===== src/rtl/count_unit.sv =====
// count_unit: two-stage CLZ / CTZ / CPOP unit carrying an opaque tag with each operation.
// Latency: a result is presented 2 cycles after acceptance; one operation per cycle sustained.
// Backpressure: valid/ready on both sides; in_ready is low while flush is high or when both stages are held.
module count_unit #(
  parameter int TAG_W = 7
) (
  input  logic             clk,
  input  logic             rst,
  input  logic             flush,
  input  logic             in_valid,
  output logic             in_ready,
  input  logic [1:0]       in_op,
  input  logic [31:0]      in_data,
  input  logic [TAG_W-1:0] in_tag,
  output logic             out_valid,
  input  logic             out_ready,
  output logic [31:0]      out_data,
  output logic [TAG_W-1:0] out_tag
);

  localparam logic [1:0] OP_CLZ  = 2'b00;
  localparam logic [1:0] OP_CTZ  = 2'b01;
  localparam logic [1:0] OP_CPOP = 2'b10;

  // S1: operand register (operand already bit-reversed for CTZ)
  logic             s1_vld_q, s1_vld_d;
  logic [1:0]       s1_op_q, s1_op_d;
  logic [31:0]      s1_dat_q, s1_dat_d;
  logic [TAG_W-1:0] s1_tag_q, s1_tag_d;

  // S2: result register
  logic             s2_vld_q, s2_vld_d;
  logic [5:0]       s2_cnt_q, s2_cnt_d;
  logic [TAG_W-1:0] s2_tag_q, s2_tag_d;

  logic out_hs;
  logic s2_adv;
  logic accept;
  logic [5:0] s1_result;

  // Leading-zero count of a 32-bit word; 32 for an all-zero word.
  function automatic logic [5:0] lzc32(input logic [31:0] v);
    logic [5:0] n;
    logic       seen;
    n    = 6'd0;
    seen = 1'b0;
    for (int i = 31; i >= 0; i--) begin
      if (!seen) begin
        if (v[i]) seen = 1'b1;
        else      n = n + 6'd1;
      end
    end
    return n;
  endfunction

  // Number of set bits in a 32-bit word.
  function automatic logic [5:0] pop32(input logic [31:0] v);
    logic [5:0] n;
    n = 6'd0;
    for (int i = 0; i < 32; i++) begin
      n = n + {5'd0, v[i]};
    end
    return n;
  endfunction

  // Mirror bit order so CTZ can reuse the leading-zero counter.
  function automatic logic [31:0] rev32(input logic [31:0] v);
    logic [31:0] r;
    for (int i = 0; i < 32; i++) begin
      r[i] = v[31-i];
    end
    return r;
  endfunction

  // Handshake decisions; in_ready never depends on in_valid/in_data, only on state, out_ready and flush.
  always_comb begin
    out_hs   = s2_vld_q && out_ready;
    s2_adv   = s1_vld_q && (!s2_vld_q || out_ready);
    in_ready = !flush && (!s1_vld_q || s2_adv);
    accept   = in_valid && in_ready;
  end

  // Count computed from the registered S1 operand only.
  always_comb begin
    s1_result = 6'd0;
    case (s1_op_q)
      OP_CLZ, OP_CTZ: s1_result = lzc32(s1_dat_q);
      OP_CPOP:        s1_result = pop32(s1_dat_q);
      default:        s1_result = 6'd0;
    endcase
  end

  // Next-state for both stages; flush overrides any advance or acceptance.
  always_comb begin
    s1_vld_d = s1_vld_q;
    s1_op_d  = s1_op_q;
    s1_dat_d = s1_dat_q;
    s1_tag_d = s1_tag_q;
    s2_vld_d = s2_vld_q;
    s2_cnt_d = s2_cnt_q;
    s2_tag_d = s2_tag_q;

    if (out_hs) s2_vld_d = 1'b0;
    if (s2_adv) begin
      s2_vld_d = 1'b1;
      s2_cnt_d = s1_result;
      s2_tag_d = s1_tag_q;
      s1_vld_d = 1'b0;
    end
    if (accept) begin
      s1_vld_d = 1'b1;
      s1_op_d  = in_op;
      s1_dat_d = (in_op == OP_CTZ) ? rev32(in_data) : in_data;
      s1_tag_d = in_tag;
    end
    if (flush) begin
      s1_vld_d = 1'b0;
      s2_vld_d = 1'b0;
    end
  end

  // Stage valid bits; reset wins over flush and new input.
  always_ff @(posedge clk) begin
    if (rst) begin
      s1_vld_q <= 1'b0;
      s2_vld_q <= 1'b0;
    end else begin
      s1_vld_q <= s1_vld_d;
      s2_vld_q <= s2_vld_d;
    end
  end

  // Stage payloads; meaningful only while the matching valid bit is set.
  always_ff @(posedge clk) begin
    s1_op_q  <= s1_op_d;
    s1_dat_q <= s1_dat_d;
    s1_tag_q <= s1_tag_d;
    s2_cnt_q <= s2_cnt_d;
    s2_tag_q <= s2_tag_d;
  end

  assign out_valid = s2_vld_q;
  assign out_data  = {26'd0, s2_cnt_q};
  assign out_tag   = s2_tag_q;

endmodule


===== config.mk =====
export PLATFORM = sky130hd
export DESIGN_NAME = count_unit
export DESIGN_NICKNAME = d
export VERILOG_FILES = /design/src/rtl/count_unit.sv
export SDC_FILE = /design/constraint.sdc
export NUM_CORES = 1
export LEC_CHECK = 0
export ABC_AREA = 1
export CORE_UTILIZATION = 55
export CTS_BUF_LIST = sky130_fd_sc_hd__clkbuf_4
export DETAILED_ROUTE_END_ITERATION = 6
export HOLD_SLACK_MARGIN = 0.08
export PLACE_DENSITY = 0.8
export SKIP_LAST_GASP = 1
export SYNTH_ARGS = -nofsm -noshare
export SYNTH_HDL_FRONTEND = slang
export SYNTH_SLANG_ARGS = --single-unit

===== constraint.sdc =====
create_clock -name clk -period 13.8 [get_ports clk]
set_clock_uncertainty 0.1 [all_clocks]
set_input_delay 2.07 -clock clk [delete_from_list [all_inputs] [get_ports clk]]
set_output_delay 2.07 -clock clk [all_outputs]
set_load 0.02 [all_outputs]

[Word-level counts from Yosys, hierarchy flattened]
Cells that the tools add are included.
Widths: inputs -> output; s select.
Cells by class
  reductions and logical operators: 14
  equal/unequal tests: 3
  add/subtract/negate cells: 62
  muxes and demuxes: 192
Operators by type and width (count)
  $mux 6: 93
  $add 6x1->6 const B: 31
  $add 6x1->6: 26
  $mux 1: 97
  $mux 32: 1
  $pmux 6 s2: 1
  $add 5x1->6: 1
  $add 4x1->5: 1
  $add 3x1->4: 1
  $eq 2x1->1 const B: 2
  $logic_and 1x1->1: 4
  $reduce_bool 2->1: 2
  $reduce_or 2->1: 2
  $add 2x1->3: 1
  $logic_not 1->1: 3
  $add 1x1->2: 1
  $eq 2x2->1 const B: 1
  $logic_not 2->1: 1
  $logic_or 1x1->1: 2
Word-level totals
  word-level logic and storage cells: 278
  input bits: 46
  bits in registers: 56
  output and inout bits: 41

[Longest topological paths before layout]
Gate-level depths: netlist of run 1.
  word-level depth: 127
  mapped depth: 90

[Worst setup path before layout of run 1]
OpenSTA, ideal clock, no wires.
  kind: reg2reg
  start: register s1_dat_q[28]
  end: register s2_cnt_q[4] (data pin)
  setup slack: 2.156 ns
  stages on the path, launching flop included: 84
  period minus slack after synthesis: 11.644 ns
  library setup time: 0.253 ns
  required time: 13.447 ns
  buffers on the path: 0
  arrival time: 11.291 ns
  cell sequence: edfxtp_1 -> nor2_4 -> nand2_1 -> inv_1 -> nor2_1 -> ha_1 -> inv_1 -> a31oi_1 -> nand2_1 -> xor2_1 -> o21ai_0 -> ha_1 -> o221ai_1 -> ha_1 -> nor2_1 -> nor3b_1 -> o21ai_0 -> ha_1 -> [48 not listed] -> inv_1 -> nand2_1 -> nand2_1 -> inv_1 -> ha_1 -> nor2_1 -> a21oi_1 -> ha_1 -> a21oi_1 -> inv_1 -> nand2_1 -> inv_1 -> ha_1 -> nand2_1 -> nor3_1 -> a21o_1 -> nand3_1 -> nand2_1
On the way
  longest elaborated chain between the ends: 115
Ends and longest elaborated chain
  start, declared: line 28  | logic [31:0] s1_dat_q, s1_dat_d;
  start signal, assigned: line 136  | s1_dat_q <= s1_dat_d;
  $mux 6: line 49  | if (v[i]) seen = 1'b1;
  $mux 6: line 48  | if (!seen) begin
  $mux 6: line 86  | case (s1_op_q)
  $add 6x1->6: line 50  | else n = n + 6'd1;
  $mux 6: line 49
  $mux 6: line 48
  $mux 6: line 86
  $add 6x1->6: line 50
  [100 not listed]
  $mux 6: line 49
  $mux 6: line 48
  $mux 6: line 86
  $add 6x1->6: line 50
  $mux 6: line 49
  $mux 6: line 48
  $pmux 6 s2 (*): line 86
  via s1_result[4]: line 39  | logic [5:0] s1_result;
  end signal, assigned: line 138  | s2_cnt_q <= s2_cnt_d;
  end, declared: line 33  | logic [5:0] s2_cnt_q, s2_cnt_d;
Mark *: on every way through the listed nets, which the timed path passes. The rest lies on a longest branch. The select of a mux whose other input is x is not followed.
A chain may end at the register's enable or synchronous reset.

[Worst setup path after layout of run 1]
  start: register s1_dat_q[29]
  end: register s2_cnt_q[4] (data pin)
On the way
  longest elaborated chain between the ends: 119
Ends and longest elaborated chain (line)
  $mux 6: 49
  $mux 6: 48
  $mux 6: 86
  $add 6x1->6: 50
  $mux 6: 49
  $mux 6: 48
  $mux 6: 86
  $add 6x1->6: 50
  [104 not listed]
  $mux 6: 49
  $mux 6: 48
  $mux 6: 86
  $add 6x1->6: 50
  $mux 6: 49
  $mux 6: 48
  $pmux 6 s2 (*): 86
  via s1_result[4]: 39
Marked as above.

==> results_dict.tcl, run 1 <==
set metrics [dict create \
    powerDensity_nw_per_um2 78.1 \
    holdWs_ns 0.343 \
    die_w_um 112 \
    dieArea_um2 12500 \
    wl_per_cell_um 10.5 \
    grt_max_degree 65 \
    cts_hold_buf 0 \
    finalSetupTns_ns 0 \
    synth_seq_cells 56 \
    clock-root-buffer "clkbuf_4" \
    timing.critical_path.mode_cell "ha_1" \
    synth_flop_cell "edfxtp_1" \
    yosys-top-cells-area "edfxtp_1, nand2_1, inv_1, fa_1, ha_1" \
    ys_top_cells_by_count "nand2_1, inv_1, nor2_1" \
    synth-simple-area-share_pct 35.8 \
    synth_top_area_share_pct 24.5 \
    synth_cells 963 \
    hpwl_um 10700 \
    outcome "completed" \
    grt_pass1_vias 5179 \
    finalSetupViolCount 0 \
    hold_viol 0 \
    drv_slew 0 \
    synth_area_um2 6630 \
    p_leak_uw 0.00393 \
    htreeDepth 2 \
    first_pass_iters 5 \
    grt_use_total_pct 21.1 \
    core_area_um2 11600 \
    worst-r2r-setup-slack_ns 1.37 \
    overflow 0 \
    path_max_fanout 4 \
    io_pins 87 \
    crit_slowest_cell "edfxtp_1" \
    period_share_pct 90.0 \
    drive_gt1_share_pct 7.68 \
    antenna_cells 0 \
    clkTransAtPathRegs_ns 0.17 \
    start_util_pct 57.3 \
    end_kind "register" \
    synth-xor-area-share_pct 1.98 \
    clock_sinks 56 \
    drtIter0Drc 295 \
    numCtsBuffers 5 \
    min_period_ns 12.43 \
    slew_headroom_pct 26.0 \
    avgSynthCellArea_um2 6.88 \
    cts_tree "built" \
    critPathLaunchType "register" \
    yosys-mux-area-fraction_pct 0.151 \
    synthArstFlopShare_pct 0 \
    vias_per_cell 4.83 \
    io_buffers 60 \
    synth_edf_count 54 \
    ys_seq_area_share_pct 25.1 \
    slowest_delay_ns 0.50 \
    synthDistinctLibCells 44 \
    routed_wl_um 12400 \
    hold_class "register to register" \
    worst-setup-path-type "register to register" \
    synth_compound_area_share_pct 7.83 \
    rsz0062_at_grt "false" \
    ys_warn_count 0 \
    grt_pass1_wl_um 22000 \
    fin_nets 1132 \
    drcViolationCount 0 \
    maxCapViolCount 0 \
    required_ns 13.85 \
    die_h_um 112 \
    worst_slew_pin_slew_ns 1.11 \
    num_rows 39 \
    arrival_ns 12.48 \
    max_freq_mhz 80.5 \
    clk-insertion-delay-late_ns 0.37 \
    synth_top_family_by_area "simple AND/OR/NAND/NOR gates" \
    antenna_found_initial 0 \
    synthAdderAreaFrac_pct 13.9 \
    ir_drop_mv 0.0716 \
    place_congestion 0.925 \
    synth_top_cell_by_area "edfxtp_1" \
    antenna_left 0 \
    yosysMostFrequentCell "nand2_1" \
    area_growth_syn_to_layout_pct 11.6 \
    vias 5654 \
    clockBufferDepth 2 \
]
-- final cells by class --
type / count / area [um2]
clock inverter: 3 / 28.8
timing repair buffer: 65 / 638
fill: 1018 / 4160
multi-input combinational: 693 / 4070
sequential: 56 / 1660
inverter: 206 / 783
tap: 143 / 179
clock buffer: 5 / 37.5
-- repair_timing --
| item | in CTS | in global routing |
|---|---|---|
| resized for setup | 0 | 6 |
| setup endpoints to repair | 0 | 5 |
| setup buffers | 0 | 4 |
-- kinds of logic after synthesis --
family / count (synthesis)
buffers and inverters: 239
AOI/OAI and AO/OA: 94
xor gates and xnor gates: 15
DFF: 56
adders and majority gates: 59
other: 1
and+or+nand+nor: 498
muxes: 1
-- critical path: cells and delay by family, from the launching register on --
family                     cells  cell delay (ns)
xor gates and xnor gates       4             0.58
AOI/OAI and AO/OA             22             3.22
adders and majority gates     16             4.19
muxes                          1             0.08
DFF                            1             0.50
buffers and inverters         15             0.97
and+or+nand+nor               26             2.59
-- sequential cells by signal, summed over array words and instances (netlist names) --
register	cells
s2_cnt_q	6
s1_vld_q	1
out_tag	7
out_valid	1
s1_dat_q	32
s1_tag_q	7
s1_op_q	2
-- where the power goes --
group / total (uW) / switching [uW] / leakage, uW / internal, uW
Sequential: 209 / 8.28 / 0.000518 / 201
Clock: 76.3 / 53.6 / 0.0000381 / 22.7
Combinational: 293 / 169 / 0.00337 / 124
-- path summary, 6_finish.rpt --
| kind | from | to | cells past startpoint |
|---|---|---|---|
| max | s1_dat_q[29]$_DFFE_PP_ | s2_cnt_q[4]$_DFFE_PP_ | 84 |
| min | s1_tag_q[3]$_DFFE_PP_ | out_tag[3]$_DFFE_PP_ | 0 |
| max reg2reg | s1_dat_q[29]$_DFFE_PP_ | s2_cnt_q[4]$_DFFE_PP_ | 84 |
| min reg2reg | s1_tag_q[3]$_DFFE_PP_ | out_tag[3]$_DFFE_PP_ | 0 |
-- routing by layer --
| metal | wire (um) | track usage, % |
|---|---|---|
| met2 | 5640 | 36.2 |
| met4 | 126 | 4.68 |
| met1 | 6140 | 28.9 |
| met3 | 440 | 2.18 |
| met5 | 0 | 0 |
-- cell usage in the layout, fill, tap and decap left out, drive strengths merged, types with 3 or more instances in the layout --
| cell | synthesis | routed |
|---|---|---|
| nor3 | 5 | 5 |
| conb | 1 | 26 |
| buf | 27 | 5 |
| or2 | 3 | 3 |
| a21oi | 32 | 32 |
| inv | 204 | 207 |
| nand4 | 13 | 13 |
| xor2 | 9 | 9 |
| nand2 | 262 | 262 |
| ha | 35 | 35 |
| fa | 24 | 24 |
| edfxtp | 54 | 54 |
| nor2 | 119 | 119 |
| clkbuf | 6 | 5 |
| xnor2 | 6 | 6 |
| clkdlybuf4s50 | 0 | 60 |
| o22ai | 3 | 3 |
| nand3 | 88 | 88 |
| nand3b | 6 | 6 |
| a31oi | 5 | 5 |
| o21ai | 46 | 46 |
-- metrics by stage --
stage / cell area [um2] / total power [uW] / util [%] / cells / setup slack, ns
detailed placement: 7290 / 505 / 63.1 / 1159 / 1.06
global route: 7400 / 637 / 64.0 / 1171 / 0.00998
finish: 7400 / 578 / 64.0 / 1171 / 1.37
global placement: 7290 / 494 / 63.1 / 1159 / 1.58
CTS: 7360 / 584 / 63.6 / 1167 / 0.981
floorplan: 6720 / 429 / - / 988 / 2.16
Note: power is estimated with default switching activity, not from simulation.
==> run 2: changes to the inputs <==
--- a/config.mk
+++ b/config.mk
@@ -6,6 +6,7 @@
 export NUM_CORES = 1
 export LEC_CHECK = 0
 export ABC_AREA = 1
+export CAP_MARGIN = 30
 export CORE_UTILIZATION = 55
 export CTS_BUF_LIST = sky130_fd_sc_hd__clkbuf_4
 export DETAILED_ROUTE_END_ITERATION = 6
==> results_dict.tcl, run 2 (synthesized netlist as in run 1, its figures left out) <==
set metrics [dict create \
    nFillCells 996 \
    start_util_pct 57.3 \
    grt_use_total_pct 21.3 \
    clkTransAtPathRegs_ns 0.17 \
    io_pins 87 \
    clk-insertion-delay-late_ns 0.38 \
    fin_util_pct 64.0 \
    powerDensity_nw_per_um2 78.1 \
    path_buf_inv 14 \
    ir_drop_mv 0.0844 \
    first_pass_iters 5 \
    slew_headroom_pct 37.2 \
    drtIter0Drc 284 \
    drive_gt1_share_pct 7.50 \
    htreeDepth 2 \
    period_share_pct 90.5 \
    p_leak_uw 0.00392 \
    die_h_um 112 \
    finalSetupTns_ns 0 \
    grt_pass1_vias 5162 \
    grt_max_degree 65 \
    drcViolationCount 0 \
    num_rows 39 \
    layout_common_cells "nand2_1, inv_1, nor2_1, nand3_1, clkdlybuf4s50_1" \
    arrival_ns 12.54 \
    dieArea_um2 12500 \
    area_growth_syn_to_layout_pct 11.6 \
    drv_slew 0 \
    multi_input_area_um2 4070 \
    end_kind "register" \
    slowest_delay_ns 0.50 \
    numCtsBuffers 5 \
    maxCapViolCount 0 \
    antenna_left 0 \
    outcome "completed" \
    hold_class "register to register" \
    regMostFlops "s1_dat_q" \
    worst_slew_pin_slew_ns 0.939 \
    worst-setup-path-type "register to register" \
    max_freq_mhz 80.1 \
    finalPower_uw 578 \
    place_congestion 0.925 \
    overflow 0 \
    cts_tree "built" \
    crit_slowest_cell "edfxtp_1" \
    antenna_found_initial 0 \
    critPathLaunchType "register" \
    antenna_cells 0 \
    clockBufferDepth 2 \
    path_max_fanout 7 \
    clock_sinks 56 \
    hold_viol 0 \
    routed_wl_um 12500 \
    io_buffers 60 \
    clock-root-buffer "clkbuf_4" \
    fin_nets 1131 \
    hpwl_um 10800 \
    core_area_um2 11600 \
    largest_reg_flops 32 \
    ff_latch_area_um2 1660 \
    required_ns 13.85 \
    wl_per_cell_um 10.7 \
    crit_family "adder cells" \
    vias 5637 \
    grt_pass1_wl_um 22200 \
    timing.critical_path.mode_cell "ha_1" \
    min_period_ns 12.49 \
    die_w_um 112 \
    final_common_cell "nand2_1" \
    vias_per_cell 4.82 \
    cts_hold_buf 0 \
    finalSetupViolCount 0 \
]
==> run 2: worst paths after layout <==
path                               start               endpoint  slack, ns  cells past startpoint
setup / recovery  s1_dat_q[29]$_DFFE_PP_  s2_cnt_q[4]$_DFFE_PP_       1.31                     84
hold / removal     s1_tag_q[6]$_DFFE_PP_   out_tag[6]$_DFFE_PP_       0.34                      0
setup reg to reg  s1_dat_q[29]$_DFFE_PP_  s2_cnt_q[4]$_DFFE_PP_       1.31                     84
hold reg to reg    s1_tag_q[6]$_DFFE_PP_   out_tag[6]$_DFFE_PP_       0.34                      0
==> run 2: power by group <==
group	total [uW]	switching (uW)	internal [uW]
Combinational	293	169	124
Clock	75.6	54.1	21.5
Sequential	209	8.29	201
==> run 2: what timing repair did <==
item                       4_1_cts  5_1_grt
setup endpoints to repair        0        4
buffers inserted                 0        2
gates resized for setup          0        5
==> run 2: area by class of cell <==
type / instances / share of cell area [%]
Tap cell: 143 / 2.42
Sequential cell: 56 / 22.5
Timing Repair Buffer: 64 / 8.69
Clock inverter: 3 / 0.372
Inverter: 206 / 10.6
Clock buffer: 5 / 0.507
Multi-Input combinational cell: 693 / 55.0
==> run 2: routing by layer <==
| metal | vias up | share of wire [%] | track usage, % |
|---|---|---|---|
| met2 | 120 | 46 | 35.8 |
| met5 | - | 0 | 0 |
| met4 | 0 | 1.3 | 5.05 |
| met1 | 2399 | 49 | 29.7 |
| li1 | 3105 | - | - |
| met3 | 13 | 3.9 | 2.12 |
==> run 2: through the flow <==
step | cells | area (um2) | worst slack (ns) | hold WS [ns]
after global routing | 1170 | 7400 | -0.0315 | 0.352
final | 1170 | 7400 | 1.31 | 0.343
after floorplan | 988 | 6720 | 2.16 | 0.300
after global placement | 1159 | 7290 | 1.58 | 0.300
after detailed placement | 1160 | 7310 | 1.09 | 0.305
after CTS | 1168 | 7380 | 1.03 | 0.344
